==> src/rtl/regdst_arbiter_pkg.sv <==
// Shared definitions for the register-destination arbiter: mode encodings
// and the output-register occupancy state.
package regdst_arbiter_pkg;

  localparam logic MODE_DIRECT = 1'b0;
  localparam logic MODE_RR     = 1'b1;

  // The output register is either empty or holds one value; this state is
  // exported directly as out_valid.
  typedef enum logic {
    ST_EMPTY = 1'b0,
    ST_FULL  = 1'b1
  } arb_state_t;

endpackage

==> src/rtl/regdst_arbiter_rr_pick.sv <==
// Combinational round-robin first-one finder. The search begins at the
// channel just above ptr and wraps, so the channel at ptr has lowest priority.
module rr_pick #(
  parameter int NUM_CH = 4,
  parameter int SEL_W  = $clog2(NUM_CH)
) (
  input  logic [NUM_CH-1:0] i_req,
  input  logic [SEL_W-1:0]  i_ptr,
  output logic [NUM_CH-1:0] o_gnt,
  output logic [SEL_W-1:0]  o_idx
);

  logic w_found;

  // Two ascending passes (above ptr, then at/below ptr) keep every index
  // constant after unrolling while giving the wrapped search order.
  always_comb begin
    o_gnt   = '0;
    o_idx   = '0;
    w_found = 1'b0;
    for (int i = 0; i < NUM_CH; i++) begin
      if (!w_found && i_req[i] && (i > int'(i_ptr))) begin
        o_gnt[i] = 1'b1;
        o_idx    = SEL_W'(i);
        w_found  = 1'b1;
      end
    end
    for (int i = 0; i < NUM_CH; i++) begin
      if (!w_found && i_req[i] && (i <= int'(i_ptr))) begin
        o_gnt[i] = 1'b1;
        o_idx    = SEL_W'(i);
        w_found  = 1'b1;
      end
    end
  end

endmodule

==> src/rtl/regdst_arbiter.sv <==
// Registered register-destination arbiter. Picks one of NUM_CH producer
// channels (direct select or round-robin) and holds the winner in a one-entry
// output register with a valid/ready handshake toward the register file.
module regdst_arbiter
  import regdst_arbiter_pkg::*;
#(
  parameter int                WIDTH      = 5,
  parameter int                NUM_CH     = 4,
  parameter int                SEL_W      = $clog2(NUM_CH),
  parameter logic [NUM_CH-1:0] CONST_MASK = 4'b0010,
  parameter logic [WIDTH-1:0]  CONST_VAL  = '0
) (
  input  logic                    clk,
  input  logic                    reset,
  input  logic                    mode,
  input  logic [SEL_W-1:0]        sel,
  input  logic [NUM_CH-1:0]       in_valid,
  input  logic [NUM_CH*WIDTH-1:0] in_data,
  output logic [NUM_CH-1:0]       in_ready,
  output logic                    out_valid,
  output logic [WIDTH-1:0]        out_data,
  output logic [SEL_W-1:0]        out_ch,
  input  logic                    out_ready
);

  arb_state_t        r_state;
  logic [WIDTH-1:0]  r_out_data;
  logic [SEL_W-1:0]  r_out_ch;
  logic [SEL_W-1:0]  r_ptr;

  logic              w_load;
  logic [NUM_CH-1:0] w_dir_oh;
  logic [SEL_W-1:0]  w_dir_idx;
  logic              w_dir_elig;
  logic [WIDTH-1:0]  w_dir_data;

  logic [NUM_CH-1:0] w_rr_req;
  logic [NUM_CH-1:0] w_rr_oh;
  logic [SEL_W-1:0]  w_rr_idx;
  logic              w_rr_elig;
  logic [WIDTH-1:0]  w_rr_data;

  logic [NUM_CH-1:0] w_gnt_oh;
  logic [SEL_W-1:0]  w_gnt_idx;
  logic [WIDTH-1:0]  w_gnt_data;
  logic              w_elig;
  logic              w_grant;

  // Decode sel into a one-hot candidate; out-of-range selects fall back to ch0.
  always_comb begin
    w_dir_oh  = '0;
    w_dir_idx = '0;
    for (int i = 0; i < NUM_CH; i++) begin
      if (int'(sel) == i) begin
        w_dir_oh[i] = 1'b1;
        w_dir_idx   = SEL_W'(i);
      end
    end
    if (w_dir_oh == '0) begin
      w_dir_oh[0] = 1'b1;
    end
  end

  // Direct candidate eligibility and data; constant channels always offer.
  always_comb begin
    w_dir_elig = |(w_dir_oh & (in_valid | CONST_MASK));
    w_dir_data = '0;
    for (int i = 0; i < NUM_CH; i++) begin
      if (w_dir_oh[i]) begin
        w_dir_data = CONST_MASK[i] ? CONST_VAL : in_data[i*WIDTH +: WIDTH];
      end
    end
  end

  // Constant channels never take part in round-robin.
  assign w_rr_req = in_valid & ~CONST_MASK;

  rr_pick #(
    .NUM_CH (NUM_CH),
    .SEL_W  (SEL_W)
  ) u_rr_pick (
    .i_req (w_rr_req),
    .i_ptr (r_ptr),
    .o_gnt (w_rr_oh),
    .o_idx (w_rr_idx)
  );

  // Round-robin winner data mux.
  always_comb begin
    w_rr_elig = |w_rr_oh;
    w_rr_data = '0;
    for (int i = 0; i < NUM_CH; i++) begin
      if (w_rr_oh[i]) begin
        w_rr_data = in_data[i*WIDTH +: WIDTH];
      end
    end
  end

  // Mode select and grant qualification; in_data only feeds the data path.
  always_comb begin
    w_load = (r_state == ST_EMPTY) || out_ready;
    if (mode == MODE_RR) begin
      w_gnt_oh   = w_rr_oh;
      w_gnt_idx  = w_rr_idx;
      w_gnt_data = w_rr_data;
      w_elig     = w_rr_elig;
    end else begin
      w_gnt_oh   = w_dir_oh;
      w_gnt_idx  = w_dir_idx;
      w_gnt_data = w_dir_data;
      w_elig     = w_dir_elig;
    end
    w_grant  = w_load && !reset && w_elig;
    in_ready = w_grant ? w_gnt_oh : '0;
  end

  // Output register, occupancy state and round-robin pointer.
  always_ff @(posedge clk or posedge reset) begin
    if (reset) begin
      r_state    <= ST_EMPTY;
      r_out_data <= '0;
      r_out_ch   <= '0;
      r_ptr      <= SEL_W'(NUM_CH - 1);
    end else if (w_load) begin
      if (w_grant) begin
        r_state    <= ST_FULL;
        r_out_data <= w_gnt_data;
        r_out_ch   <= w_gnt_idx;
        if (mode == MODE_RR) begin
          r_ptr <= w_gnt_idx;
        end
      end else if (out_ready) begin
        r_state <= ST_EMPTY;
      end
    end
  end

  assign out_valid = (r_state == ST_FULL);
  assign out_data  = r_out_data;
  assign out_ch    = r_out_ch;

endmodule
==> config.mk <==
export PLATFORM = sky130hd
export DESIGN_NAME = regdst_arbiter
export DESIGN_NICKNAME = d
export VERILOG_FILES = /design/src/rtl/regdst_arbiter_pkg.sv /design/src/rtl/regdst_arbiter_rr_pick.sv /design/src/rtl/regdst_arbiter.sv
export SDC_FILE = /design/constraint.sdc
export NUM_CORES = 1
export LEC_CHECK = 0
export CAP_MARGIN = 20
export CORE_MARGIN = 3
export CORE_UTILIZATION = 35
export DETAILED_ROUTE_END_ITERATION = 12
export PLACE_DENSITY_LB_ADDON = 0.15
export SLEW_MARGIN = 20
export SYNTH_ARGS = -nofsm -noshare
export SYNTH_HDL_FRONTEND = slang
export SYNTH_SLANG_ARGS = --single-unit
==> constraint.sdc <==
create_clock -name clk -period 1.9 [get_ports clk]
set_clock_uncertainty 0.05 [all_clocks]
set_input_delay 0.38 -clock clk [delete_from_list [all_inputs] [get_ports clk]]
set_output_delay 0.38 -clock clk [all_outputs]
set_load 0.01 [all_outputs]
==> impl_metrics.py, run 1 <==
metrics = {
    "sta": {
        "fin_ws_ns": -0.108,
        "finalSetupViolCount": 4,
        "rsz0062_at_grt": "yes",
        "hold_viol_final": 0,
        "tightest_slew_ns": 0.437,
        "max_freq_mhz": 498,
        "setup-tns-final_ns": -0.279,
        "whs_ns": 0.222,
        "min_period_over_period_pct": 106,
        "period_minus_slack_ns": 2.01,
        "maxSlewHeadroom_pct": 70.8,
        "report.final.slew_viol_count": 0,
    },
    "placement": {
        "dpl_worst_slack_ns": -0.850,
        "port_buffers": 35,
        "dpl.hpwl_um": 1920,
        "place_area_um2": 1320,
        "place.gp.congestion": 0.822,
    },
    "logic_synthesis": {
        "yosysTopAreaCell": "dfrtp_1",
        "synth_cells": 92,
        "synthArstFlopShare_pct": 100,
        "ys_seq_area_share_pct": 31.6,
        "synth.avg_cell_area_um2": 8.69,
        "ys_warn_count": 0,
        "ys_types": 33,
        "synth_edf_count": 0,
        "ys_ff_latch": 10,
        "yosysMostFrequentCell": "nand2_1",
        "syn_area_um2": 800,
        "netlist_top_cells_count": "nand2_1, dfrtp_1, o21ai_0",
        "netlist_top_cells_area": "dfrtp_1, dfstp_2, mux2i_1",
        "syn_nets": 122,
        "synth_top_area_share_pct": 25.0,
        "synth-main-ff-cell": "dfrtp_1",
    },
    "clocking": {
        "clock_latency_ns": 0.28,
        "cts.sinks": 10,
        "cts_tree": "built",
        "ctsHoldBuffers": 0,
        "ctsHtreeMaxLevel": 1,
        "cts_buffer_depth": 2,
        "clk_pin_slew_ns": 0.08,
        "numCtsBuffers": 3,
        "clockRootBuffer": "clkbuf_4",
    },
    "critical_path": {
        "cp-end-kind": "output pin",
        "cp-start-kind": "flip-flop",
        "cp_data_arrival_time_ns": 1.58,
        "path_class": "reg2out",
        "ff2ff_setup_slack_ns": 0.17,
        "required_ns": 1.47,
        "worstPathMaxFanout": 4,
    },
    "global_routing": {
        "grtUsageTotal_pct": 20.4,
        "grt_pass1_wl_um": 4280,
        "grt_overflow_total": 0,
        "grt_max_degree": 13,
        "grt_pass1_vias": 913,
        "antenna_found_initial": 0,
    },
    "status": {
        "status": "finished, violations left",
        "violations": "setup timing",
    },
    "drt": {
        "drcViolationCount": 0,
        "vias_per_cell": 5.28,
        "routedWlPerCell_um": 14.6,
        "num_vias": 945,
        "first_pass_iters": 4,
        "antenna_left": 0,
        "detail_route.wirelength_um": 2620,
        "first_iter_violations": 24,
    },
    "die": {
        "initial_utilization_pct": 38.8,
        "die_w_um": 53.8,
        "dieArea_um2": 2890,
        "die_h_um": 53.8,
        "coreArea_um2": 2060,
        "rows": 16,
        "pin_count": 42,
    },
    "finish": {
        "antenna_cells": 0,
        "area_growth_pct": 82.3,
        "nFillCells": 160,
        "multi_input_area_um2": 574,
        "stdcell_area_um2": 1460,
        "regArea_um2": 253,
        "drive_gt1_share_pct": 44.1,
        "finalNetCount": 183,
    },
    "pwr": {
        "power_mw": 1.04,
        "power_density_nw_per_um2": 714,
        "max-vdd-ir-drop_uv": 467,
        "cellLeakagePower_nw": 0.661,
    },
    "run": {
        "drv_cap": 0,
    },
    "min_path": {
        "hp-class": "in2async",
    },
}
==> state kept, by name, indices dropped and copies added (netlist names) <==
register,flops
out_data,5
out_ch,2
out_valid,1
r_ptr,2
==> placed cells by master, fill, tap and decap left out, types with 2 or more instances in the layout <==
cell	Yosys	layout
buf_4	0	24
o21ai_2	0	2
nand2_1	10	10
a22o_1	2	2
nor2b_4	0	2
o31ai_1	3	3
inv_1	7	7
clkdlybuf4s50_1	0	23
nor2_1	6	2
o21ai_0	8	6
nor2_2	0	3
clkdlybuf4s15_1	0	2
buf_6	0	4
a21oi_1	3	2
buf_2	3	6
mux2_2	3	3
mux2i_1	5	4
dlygate4sd2_1	0	2
o31ai_2	2	2
o221a_2	4	4
dfstp_2	2	2
a221oi_1	5	5
clkbuf_4	0	3
dfrtp_1	8	8
==> worst max-delay path, stage by stage, from the launching register on <==
cell and delay, ns:
dfstp_2 0.55, buf_6 0.11, a21oi_4 0.05, o21ai_2 0.13
or2_4 0.15, o21ai_2 0.04, and2_1 0.15, buf_2 0.13
==> cells by family (layout without fill, tap and decap cells) <==
| logic type | count (synthesis) | count (layout) | synth area share [%] |
|---|---|---|---|
| mux | 8 | 8 | 10.5 |
| compound gates | 31 | 31 | 32.4 |
| simple gates | 30 | 30 | 18.8 |
| flops | 10 | 10 | 31.6 |
| buf+inv | 13 | 73 | 6.73 |
==> layout make-up <==
class,instances,share of cell area [%]
Tap cell,27,2.32
Clock buffer,4,2.49
Multi-Input combinational cell,69,39.4
Sequential cell,10,17.3
Timing Repair Buffer,62,36.7
Inverter,7,1.80
==> worst paths after layout <==
path | start | endpoint | depth (start not counted)
max | r_ptr[1]$_DFFE_PP1P_ | in_ready[3] | 7
min | reset | out_valid$_DFFE_PP0P_ | 2
max reg2reg | r_ptr[1]$_DFFE_PP1P_ | out_data[3]$_DFFE_PP0P_ | 9
min reg2reg | out_data[0]$_DFFE_PP0P_ | out_data[0]$_DFFE_PP0P_ | 2
max in group asynchronous | reset | r_ptr[0]$_DFFE_PP1P_ | 2
min in group clk | out_data[0]$_DFFE_PP0P_ | out_data[0]$_DFFE_PP0P_ | 2
==> where the power goes <==
| part | internal (mW) | leakage (nW) | switching, mW | total, mW |
|---|---|---|---|---|
| clock network | 0.117 | 0.0210 | 0.0923 | 0.209 |
| registers | 0.275 | 0.120 | 0.0339 | 0.309 |
| logic | 0.303 | 0.521 | 0.221 | 0.524 |
| total | 0.694 | 0.661 | 0.347 | 1.04 |
==> metrics by stage <==
step	utilization, %	std cells
after global routing	70.7	179
after detailed placement	64.0	167
after CTS	69.0	178
final	70.7	179
after floorplan	-	92
after global placement	64.0	167
==> what timing repair did <==
item                                    CTS  global route
endpoints found under the setup margin   10             4
resized for setup                        53             6
pin swaps                                 6             3
setup buffers                             7             1
==> metal layers <==
metal | global-route usage (%) | wire length (um)
met5 | 0 | 0
met4 | 7.66 | 36
met3 | 2.77 | 192
met2 | 32.5 | 1200
met1 | 27.8 | 1190
(Power assumes the default switching activity.)
==> run 2, diff against run 1 <==
--- a/config.mk
+++ b/config.mk
@@ -10,7 +10,7 @@
 export CORE_UTILIZATION = 35
 export DETAILED_ROUTE_END_ITERATION = 12
 export PLACE_DENSITY_LB_ADDON = 0.15
-export SLEW_MARGIN = 20
+export SLEW_MARGIN = 40
 export SYNTH_ARGS = -nofsm -noshare
 export SYNTH_HDL_FRONTEND = slang
 export SYNTH_SLANG_ARGS = --single-unit
==> results of run 2 <==
Same layout as run 1: the final DEF is identical, and so are final timing and power.
==> run 3, diff against run 2 <==
--- a/config.mk
+++ b/config.mk
@@ -7,8 +7,9 @@
 export LEC_CHECK = 0
 export CAP_MARGIN = 20
 export CORE_MARGIN = 3
-export CORE_UTILIZATION = 35
+export CORE_UTILIZATION = 54
 export DETAILED_ROUTE_END_ITERATION = 12
+export DONT_BUFFER_PORTS = 1
 export PLACE_DENSITY_LB_ADDON = 0.15
 export SLEW_MARGIN = 40
 export SYNTH_ARGS = -nofsm -noshare
==> impl_metrics.py, run 3 (synthesized netlist as in run 1, its figures left out) <==
metrics = {
    "placement": {
        "port_buffers": 0,
        "place.gp.congestion": 0.823,
        "dpl.hpwl_um": 1600,
        "place_area_um2": 848,
        "dpl_worst_slack_ns": 0.0510,
    },
    "global_routing": {
        "grt_pass1_wl_um": 3370,
        "grt_pass1_vias": 749,
        "grt_overflow_total": 0,
        "antenna_found_initial": 0,
        "grt_max_degree": 19,
        "grtUsageTotal_pct": 23.5,
    },
    "die": {
        "initial_utilization_pct": 59.2,
        "dieArea_um2": 1980,
        "die_w_um": 44.5,
        "coreArea_um2": 1350,
        "die_h_um": 44.5,
        "pin_count": 42,
        "rows": 13,
    },
    "critical_path": {
        "ff2ff_setup_slack_ns": 0.20,
        "cp-end-kind": "output pin",
        "cp_data_arrival_time_ns": 1.50,
        "reg2regPathDepth": 6,
        "required_ns": 1.47,
        "worstPathMaxFanout": 2,
        "path_class": "reg2out",
        "cp-start-kind": "flip-flop",
    },
    "sta": {
        "period_minus_slack_ns": 1.93,
        "tightest_slew_ns": 0.509,
        "maxSlewHeadroom_pct": 65.6,
        "fin_ws_ns": -0.0281,
        "rsz0062_at_grt": "yes",
        "min_period_over_period_pct": 101,
        "hold_viol_final": 0,
        "report.final.slew_viol_count": 0,
        "finalSetupViolCount": 1,
        "max_freq_mhz": 519,
    },
    "finish": {
        "layout_common_cells": "nand2_1, dfrtp_1, o21ai_0, inv_1, buf_4",
        "drive_gt1_share_pct": 35.7,
        "largest_reg_flops": 5,
        "utilization_pct": 70.6,
        "final_common_cell": "nand2_1",
        "area_growth_pct": 19.2,
        "finalNetCount": 130,
        "stdcell_area_um2": 953,
        "antenna_cells": 0,
    },
    "min_path": {
        "hp-class": "in2reg",
        "hold_path_depth": 2,
    },
    "pwr": {
        "power.internal_mw": 0.504,
        "clkPwrFrac_pct": 19.3,
        "cellLeakagePower_nw": 0.419,
        "switching_share_pct": 35.6,
        "switchingPower_mw": 0.279,
        "pwr-share-seq_pct": 42.7,
        "power_density_nw_per_um2": 821,
        "combinationalPowerShare_pct": 38.1,
        "max-vdd-ir-drop_uv": 468,
    },
    "drt": {
        "vias_per_cell": 6.52,
        "drcViolationCount": 0,
        "routedWlPerCell_um": 19.2,
        "detail_route.wirelength_um": 2170,
        "num_vias": 737,
        "antenna_left": 0,
        "first_pass_iters": 4,
        "first_iter_violations": 21,
    },
    "clocking": {
        "clock_latency_ns": 0.27,
        "clk_pin_slew_ns": 0.07,
        "clockRootBuffer": "clkbuf_4",
        "cts.sinks": 10,
        "ctsHtreeMaxLevel": 1,
        "cts_buffer_depth": 2,
        "numCtsBuffers": 3,
        "cts_tree": "built",
    },
    "status": {
        "status": "finished, violations left",
        "violations": "setup timing",
    },
    "run": {
        "drv_cap": 0,
    },
}
[run 3: metal layers]
metal  routed length, um  share of wire, %  track usage, %  vias to the layer above
li1                    -                 -               -                      358
met1                 900                42            28.3                      348
met2                1060                49            38.1                       24
met3                 132               6.1            6.50                        7
met4                  76               3.5            11.4                        0
met5                   0                 0               0                        -
[run 3: power by group through the flow]
stage	Combinational (mW)	Sequential (mW)	Clock [mW]
after detailed placement	0.235	0.337	0
after global placement	0.227	0.334	0
after CTS	0.280	0.333	0.152
final	0.298	0.334	0.151
after floorplan	0.194	0.325	0
after global routing	0.327	0.340	0.163
[run 3: path summary, 6_finish.rpt]
check / from / end
setup / recovery: r_ptr[1]$_DFFE_PP1P_ / in_ready[3]
hold / removal: mode / r_ptr[0]$_DFFE_PP1P_
setup reg to reg: r_ptr[1]$_DFFE_PP1P_ / out_data[2]$_DFFE_PP0P_
hold reg to reg: r_ptr[0]$_DFFE_PP1P_ / r_ptr[0]$_DFFE_PP1P_
max in group asynchronous: reset / r_ptr[0]$_DFFE_PP1P_
min in group asynchronous: reset / out_data[0]$_DFFE_PP0P_
[run 3: through the flow]
step / hold WS (ns) / total power [mW] / instances / setup TNS (ns)
5_1_grt: 0.270 / 0.829 / 113 / -0.262
3_3_place_gp: 0.216 / 0.561 / 106 / 0
4_1_cts: 0.254 / 0.766 / 113 / -0.0260
2_1_floorplan: 0.169 / 0.519 / 92 / -0.154
3_5_place_dp: 0.224 / 0.572 / 106 / 0
6_report: 0.261 / 0.783 / 113 / -0.0281
[run 3: layout make-up]
cell class | count | area [um2]
well taps | 15 | 18.8
fillers | 107 | 397
inverters | 7 | 26.3
repair buffers | 9 | 73.8
multi-input cells | 69 | 559
flip-flops and latches | 10 | 253
clock buffers | 3 | 22.5
[run 3: timing repair]
action | CTS | global route
hold buffers | 1 | 0
pin swaps | 1 | 4
buffers inserted | 3 | 0
resized for setup | 8 | 5
endpoints found under the setup margin | 4 | 4
hold endpoints to repair | 8 | 0
[run 3: worst max-delay path, stage by stage, from the launching register on]
cell and delay, ns:
dfstp_2 0.55, nor2b_4 0.14, o21ai_2 0.06, or2_4 0.25, o21ai_2 0.05, and2_4 0.16
